<file path="src/rtl/bf_pkg.sv">
// Shared definitions for the lamp-array and flasher blocks: behaviour codes,
// the default array width and the flasher state encodings.
package bf_pkg;

    localparam int LED_W_DEF = 16;

    // Behaviour code applied to the lamp array on each step.
    typedef enum logic [1:0] {
        LB_OFF  = 2'd0,
        LB_ON   = 2'd1,
        LB_HOLD = 2'd2,
        LB_CLR  = 2'd3
    } led_bhv_e;

    // Flasher sequencer states, kept here so both blocks share one encoding.
    typedef enum logic [1:0] {
        FL_IDLE = 2'd0,
        FL_ON   = 2'd1,
        FL_OFF  = 2'd2
    } flash_state_e;

endpackage

</file>
<file path="src/rtl/step_prescaler.sv">
// Step prescaler: counts 0..STEP_DIV-1 while enabled and flags the last
// phase as a tick. Holding en low freezes the phase; clr restarts it at 0.
module step_prescaler #(
    parameter int STEP_DIV = 1
) (
    input  logic clk,
    input  logic rst_n,
    input  logic en,
    input  logic clr,
    output logic tick
);

    // A width of 1 keeps STEP_DIV=1 legal; the phase then sits at 0 forever.
    localparam int PW = (STEP_DIV > 1) ? $clog2(STEP_DIV) : 1;
    localparam logic [PW-1:0] LAST = PW'(STEP_DIV - 1);

    logic [PW-1:0] ph_q, ph_d;

    assign tick = en & (ph_q == LAST);

    // Next phase: clear wins, otherwise advance and wrap only while enabled.
    always_comb begin
        ph_d = ph_q;
        if (clr) begin
            ph_d = '0;
        end else if (en) begin
            ph_d = (ph_q == LAST) ? '0 : ph_q + PW'(1);
        end
    end

    // Phase register.
    always_ff @(posedge clk or negedge rst_n) begin
        if (!rst_n) begin
            ph_q <= '0;
        end else begin
            ph_q <= ph_d;
        end
    end

endmodule

</file>
<file path="src/rtl/led_array_driver.sv">
// Lamp array driver: keeps a thermometer-coded lamp vector that grows or
// shrinks by one lamp per prescaler tick, with hold and clear behaviours,
// a registered step pulse and level-hit flags decoded from the lamp count.
module led_array_driver
    import bf_pkg::*;
#(
    parameter int LED_W    = LED_W_DEF,
    parameter int STEP_DIV = 1
) (
    input  logic                       clk,
    input  logic                       rst_n,
    input  logic [1:0]                 led_bhv,
    output logic [LED_W-1:0]           led,
    output logic [$clog2(LED_W+1)-1:0] lit_cnt,
    output logic                       step,
    output logic                       hit_0,
    output logic                       hit_5,
    output logic                       hit_10,
    output logic                       hit_15
);

    localparam int CW = $clog2(LED_W + 1);
    localparam logic [CW-1:0] FULL = CW'(LED_W);

    led_bhv_e        bhv;
    logic            tick;
    logic            presc_en;
    logic            presc_clr;
    logic [LED_W-1:0] led_q, led_d;
    logic [CW-1:0]   cnt_q, cnt_d;
    logic            step_q, step_d;

    assign bhv       = led_bhv_e'(led_bhv);
    assign presc_en  = (bhv == LB_ON) || (bhv == LB_OFF);
    assign presc_clr = (bhv == LB_CLR);

    step_prescaler #(
        .STEP_DIV (STEP_DIV)
    ) u_presc (
        .clk   (clk),
        .rst_n (rst_n),
        .en    (presc_en),
        .clr   (presc_clr),
        .tick  (tick)
    );

    // Next lamp state: clear overrides everything; a tick grows or shrinks
    // the thermometer by one lamp unless already saturated at that end.
    always_comb begin
        led_d  = led_q;
        cnt_d  = cnt_q;
        step_d = 1'b0;
        if (bhv == LB_CLR) begin
            led_d = '0;
            cnt_d = '0;
        end else if (tick) begin
            if ((bhv == LB_ON) && (cnt_q != FULL)) begin
                led_d  = {led_q[LED_W-2:0], 1'b1};
                cnt_d  = cnt_q + CW'(1);
                step_d = 1'b1;
            end else if ((bhv == LB_OFF) && (cnt_q != '0)) begin
                led_d  = {1'b0, led_q[LED_W-1:1]};
                cnt_d  = cnt_q - CW'(1);
                step_d = 1'b1;
            end
        end
    end

    // Lamp vector, lamp count and step pulse registers.
    always_ff @(posedge clk or negedge rst_n) begin
        if (!rst_n) begin
            led_q  <= '0;
            cnt_q  <= '0;
            step_q <= 1'b0;
        end else begin
            led_q  <= led_d;
            cnt_q  <= cnt_d;
            step_q <= step_d;
        end
    end

    assign led     = led_q;
    assign lit_cnt = cnt_q;
    assign step    = step_q;

    // Hit flags depend on the registered count only, so led_bhv never
    // reaches them combinationally. Levels above LED_W simply never hit.
    assign hit_0  = (cnt_q == '0);
    assign hit_5  = (32'(cnt_q) == 32'd6);
    assign hit_10 = (32'(cnt_q) == 32'd11);
    assign hit_15 = (32'(cnt_q) == 32'd16);

endmodule

</file>
<file path="config.mk">
export PLATFORM = sky130hd
export DESIGN_NAME = led_array_driver
export DESIGN_NICKNAME = d
export VERILOG_FILES = /design/src/rtl/bf_pkg.sv /design/src/rtl/step_prescaler.sv /design/src/rtl/led_array_driver.sv
export SDC_FILE = /design/constraint.sdc
export NUM_CORES = 1
export LEC_CHECK = 0
export BUFFER_PORTS_ARGS = -buffer_cell sky130_fd_sc_hd__buf_2
export CORE_MARGIN = 2
export CORE_UTILIZATION = 47
export CTS_CLUSTER_DIAMETER = 30
export DETAILED_ROUTE_END_ITERATION = 10
export PLACE_DENSITY = 0.74
export SLEW_MARGIN = 5
export SYNTH_ARGS = -nofsm -noshare
export SYNTH_HDL_FRONTEND = slang
export SYNTH_SLANG_ARGS = --single-unit
</file>
<file path="constraint.sdc">
create_clock -name clk -period 2.4 [get_ports clk]
set_input_delay 0.48 -clock clk [delete_from_list [all_inputs] [get_ports clk]]
set_output_delay 0.48 -clock clk [all_outputs]
set_load 0.005 [all_outputs]
</file>
; ---- Yosys cells after proc, flatten, opt, wreduce, memory -nomap -nowiden
; Index checks and enable logic that the tools add are counted.
; W data, S select, Z words.
[word_totals]
register_bits = 23
in_bits = 4
word_cells = 40
[op_classes]
addsub = 3
eq_ne = 6
muxes = 15
n_bitwise = 2
reduce_logical = 10
[op_table]
columns = operator, n
row1 = $mux W16, 4
row2 = $mux W5, 4
row3 = $mux W1, 7
row4 = $add A5 B1 Y5 const B, 1
row5 = $eq A5 B3 Y1 const B, 1
row6 = $eq A5 B4 Y1 const B, 1
row7 = $eq A5 B5 Y1 const B, 1
row8 = $logic_not A5 Y1, 1
row9 = $ne A5 B5 Y1 const B, 1
row10 = $reduce_bool A5 Y1, 1
row11 = $sub A5 B1 Y5 const B, 1
row12 = $reduce_bool A2 Y1, 2
row13 = $reduce_bool A3 Y1, 1
row14 = $eq A2 B1 Y1 const B, 1
row15 = $eq A2 B2 Y1 const B, 1
row16 = $logic_and A1 B1 Y1, 2
row17 = $logic_not A2 Y1, 1
row18 = $reduce_and A2 Y1, 1
row19 = $add A1 B1 Y1 const B, 1
row20 = $and A1 B1 Y1, 1
row21 = $logic_or A1 B1 Y1, 1
row22 = $not A1 Y1, 1

; ---- Longest topological paths before layout
[depth]
ltp_word = 6
ltp_mapped = 9
depth_no_buf = 8

; ---- By module
; From an unflattened synthesis, not the netlist that was laid out.
[unflattened]
hier_cells = 106
area_unflattened_um2 = 1320.0
[modules_own_cells]
columns = mod, n_inst, cells_each, area_per_inst_um2, seq_area_each_um2
row1 = led_array_driver, 1, 105, 1312.5, 550.5
row2 = step_prescaler, 1, 1, 7.5, 0.0

; ---- Worst setup path after synthesis
; Ideal clock, no wire load.
[synth_path]
path_type = input-to-reg
start = in led_bhv[1]
end = reg cnt_q[4], in the netlist lit_cnt[4]
setup_ns = 0.138
arrival_time_ns = 2.508
slack_ns = -0.245
cell_stages = 9
n_path_buf = 1
path_cell_list = nand2b_2 -> a21oi_4 -> buf_2 -> inv_1 -> fa_1 -> a21o_1 -> a21oi_1 -> mux2i_1 -> o221ai_1
[synth_via]
elab_chain_cells = 5
[synth_lines]
columns = item, line_no
row1 = from (decl), led_array_driver.sv:12  ; input logic [1:0] led_bhv,
row2 = $eq A2 B1 Y1 or $logic_not A2 Y1 (tied branches), "led_array_driver.sv:34, led_array_driver.sv:57, led_array_driver.sv:61"
row3 = $logic_and A1 B1 Y1 or $logic_or A1 B1 Y1 (tied branches), "led_array_driver.sv:57, led_array_driver.sv:34"
row4 = $mux W5 or $and A1 B1 Y1 (tied branches), "led_array_driver.sv:57, step_prescaler.sv:19"
row5 = $mux W5 or $reduce_bool A2 Y1 (tied branches), --
row6 = $mux W5 or $reduce_and A2 Y1 (tied branches), --
row7 = to (signal assigned), led_array_driver.sv:77  ; cnt_q <= cnt_d;
row8 = to (decl), led_array_driver.sv:30  ; logic [CW-1:0] cnt_q, cnt_d;
; Several ways; a longest one is shown, not always the timed one. The select of a mux whose other input is x is not followed.
; A chain may end at the register's enable or synchronous reset.

; ---- Final worst setup path
[layout_path]
start = reg cnt_q[3], in the netlist lit_cnt[3]
end = reg cnt_q[4], in the netlist lit_cnt[4]
[layout_via]
elab_chain_cells = 5
[layout_lines]
columns = item, line_no
row1 = $sub A5 B1 Y5 or $ne A5 B5 Y1 (tied branches), "led_array_driver.sv:63, led_array_driver.sv:57"
row2 = $mux W5 or $logic_and A1 B1 Y1 (tied branches), "led_array_driver.sv:61, led_array_driver.sv:57"
row3 = $mux W5, led_array_driver.sv:57  ; if ((bhv == LB_ON) && (cnt_q != FULL)) begin
row4 = $mux W5, led_array_driver.sv:56  ; end else if (tick) begin
row5 = $mux W5, led_array_driver.sv:53  ; if (bhv == LB_CLR) begin
; Several ways; a longest one is shown, not always the timed one. The select of a mux whose other input is x is not followed.

==> results.toml <==
[clock_network]
ctsLongestPathBuffers = 2
clkTransAtPathRegs_ns = 0.12
cts_resized = 0
htree_levels = 1
clock_latency_ns = 0.30
cts_sinks = 22
clock-root-buffer = "clkbuf_4"
cts_hold_buf = 0
cts_tree = "built"
numCtsBuffers = 3
post_cts_buffers = 0

[drt]
drtIter0Drc = 20
num_vias = 938
via_per_inst = 5.72
drt_first_pass_iters = 4
antenna_left = 0
wl_per_cell_um = 15.2
routed_wl_um = 2490
route.detailed.drc = 0

[critical_path]
endpoint_kind = "flip-flop"
crit_buf_inv = 1
crit_chain = "nor4_4 > a21oi_4 > inv_2 > ha_1 > a21o_1 > a21oi_2 > mux2i_1 > o221ai_1"
startpoint_type = "flip-flop"
path_max_fanout = 5
crit_arrival_ns = 2.42
critPathRequiredTime_ns = 2.58
cp.depth = 8
cp_slowest_cell = "dfrtp_1"
cpPeakStageDelay_ns = 0.44
cp_top_family = "compound AO/OA/AOI/OAI gates"
critical_path_class = "flip-flop to flip-flop"
worstRegToRegCells = 8

[synthesis]
synth_top_area_share = 0.444
syn_inst = 99
synth-seq-area-share = 0.444
synth_cell_type_count = 27
avgSynthCellArea_um2 = 12.5
synth_warnings = 0
async_flop_share = 1.00
yosys-top-cells-area = "dfrtp_1 44%, mux2i_1 12%, o2bb2ai_1 8.5%, ha_1 4.0%, o2bb2ai_2 3.6%"
ys_seq_elements = 22
synthFlopType = "dfrtp_1"
synth_edf_count = 0
synth_area_leader_cell = "dfrtp_1"
netlist_area_um2 = 1240
synthesis.nets = 108

[global_routing]
grt_pass1_wl_um = 4260
grt_overflow = 0
grt_pass1_vias = 895
grt_max_degree = 23
antenna_found_initial = 0
track_usage = 0.173

[sta]
clock_skew_ns = 0.00267
whs_ns = 0.127
relSlewSlack = 0.663
hold_viol = 0
setup_viol = 0
finalSetupTns_ns = 0
max_freq_ghz = 0.447
post-route-period-util = 0.932
worst_pin_slew_ns = 0.506
min_period_ns = 2.24
finalMaxSlewViolations = 0
rsz0062_at_grt = "no"

[min_path]
hp-class = "input port to async pin"

[pwr]
power_density_nw_per_um2 = 873
finalPower_mw = 1.29
power_leakage_nw = 0.713
ir_drop_v = 0.000545

[final_layout]
drive_gt1_frac = 0.388
insertedDiodeCount = 0
area_growth_pct = 18.9
final_nets = 144

[die]
core.rowCount = 18
die_w_um = 55.4
die_h_um = 55.4
coreArea_um2 = 2500
die_area_um2 = 3070
start_util = 0.496
io_pins = 30

[run_status]
status = "complete, no violations"

[placed_design]
io_buffer_count = 29
post-dp-hpwl_um = 1770
gp_congestion = 0.810

[flow_run]
drv_cap = 0
-- Yosys cell counts (2+ instances only) --
cell type / count
a21oi_1: 3
a22o_1: 4
buf_2: 2
buf_6: 3
dfrtp_1: 22
ha_1: 4
inv_1: 4
mux2i_1: 15
nand2_1: 6
nand3_1: 2
nor2_1: 3
nor3_1: 2
o2bb2ai_1: 12
o2bb2ai_2: 3
xor2_1: 2
-- state kept, by name (all words and copies together), names as in the netlist --
signal / count
lit_cnt: 5
step: 1
led: 16
-- cells in the final DEF, fill, tap and decap left out --
| cell | n |
|---|---|
| o2bb2ai_1 | 12 |
| nor2_1 | 3 |
| a21oi_4 | 1 |
| or4_4 | 1 |
| xor2_1 | 2 |
| o32ai_4 | 1 |
| nand3_1 | 2 |
| a211o_1 | 1 |
| o221ai_1 | 1 |
| a22o_1 | 4 |
| nand2b_2 | 1 |
| buf_2 | 29 |
| mux2i_1 | 15 |
| fa_2 | 1 |
| a21oi_2 | 1 |
| nand2_1 | 6 |
| a21oi_1 | 2 |
| clkbuf_4 | 3 |
| a21o_1 | 1 |
| xnor2_1 | 1 |
| nor3_1 | 2 |
| ha_1 | 4 |
| nor4b_1 | 1 |
| mux2_2 | 1 |
| nor4_4 | 1 |
| clkbuf_8 | 1 |
| dfrtp_1 | 22 |
| o2bb2ai_2 | 3 |
| inv_1 | 3 |
| inv_2 | 1 |
| buf_4 | 7 |
-- where the power goes --
| part | total, mW | switching (mW) | leakage (nW) | internal, mW |
|---|---|---|---|---|
| logic | 0.612 | 0.330 | 0.394 | 0.281 |
| registers | 0.475 | 0.0596 | 0.298 | 0.416 |
| clock network | 0.200 | 0.107 | 0.0210 | 0.0926 |
-- cell families (layout without fill, tap and decap cells) --
group / after synthesis / after routing / share of synthesized area
AOI/OAI and AO/OA: 27 / 27 / 0.217
DFF: 22 / 22 / 0.444
and+or+nand+nor: 17 / 17 / 0.0838
muxes: 16 / 16 / 0.130
buffers and inverters: 9 / 44 / 0.0474
adders and majority gates: 5 / 5 / 0.0565
xor gates and xnor gates: 3 / 3 / 0.0212
-- worst paths after layout --
| kind | from | endpoint | slack (ns) |
|---|---|---|---|
| max | lit_cnt[3]$_DFFE_PN0P_ | lit_cnt[4]$_DFFE_PN0P_ | 0.16 |
| min reg2reg | led[0]$_DFFE_PN0P_ | led[0]$_DFFE_PN0P_ | 0.54 |
| min | rst_n | lit_cnt[3]$_DFFE_PN0P_ | 0.13 |
| max in group asynchronous | rst_n | led[7]$_DFFE_PN0P_ | 1.94 |
| min in group clk | led_bhv[1] | lit_cnt[4]$_DFFE_PN0P_ | 0.45 |
| max reg2reg | lit_cnt[3]$_DFFE_PN0P_ | lit_cnt[4]$_DFFE_PN0P_ | 0.16 |
-- layer usage --
layer / vias up / share of wire / global-route usage
met4: 0 / 0.0072 / 0.0523
met3: 2 / 0.040 / 0.0539
met5: - / 0 / 0
met1: 464 / 0.45 / 0.225
li1: 448 / - / -
met2: 24 / 0.50 / 0.277
-- through the flow --
step           instances  setup slack [ns]  instance area [um^2]   util
2_1_floorplan         99            0.0390                  1250      -
3_3_place_gp         160             0.186                  1440  0.575
3_5_place_dp         160            0.0302                  1440  0.575
4_1_cts              164             0.140                  1470  0.590
5_1_grt              164           0.00914                  1470  0.590
6_report             164             0.162                  1470  0.590
-- worst reg2reg max path: stages (launching register included) --
cell	delay, ns
dfrtp_1	0.44
nor4_4	0.43
a21oi_4	0.11
inv_2	0.11
ha_1	0.25
a21o_1	0.17
a21oi_2	0.21
mux2i_1	0.25
o221ai_1	0.14
-- final cells by class --
type | instances | area (um^2)
Multi-Input combinational cell | 68 | 637
Timing Repair Buffer | 36 | 198
Inverter | 4 | 15.0
Clock buffer | 4 | 36.3
Sequential cell | 22 | 551
Tap cell | 30 | 37.5
Fill cell | 215 | 1030
(Power assumes the default switching activity.)
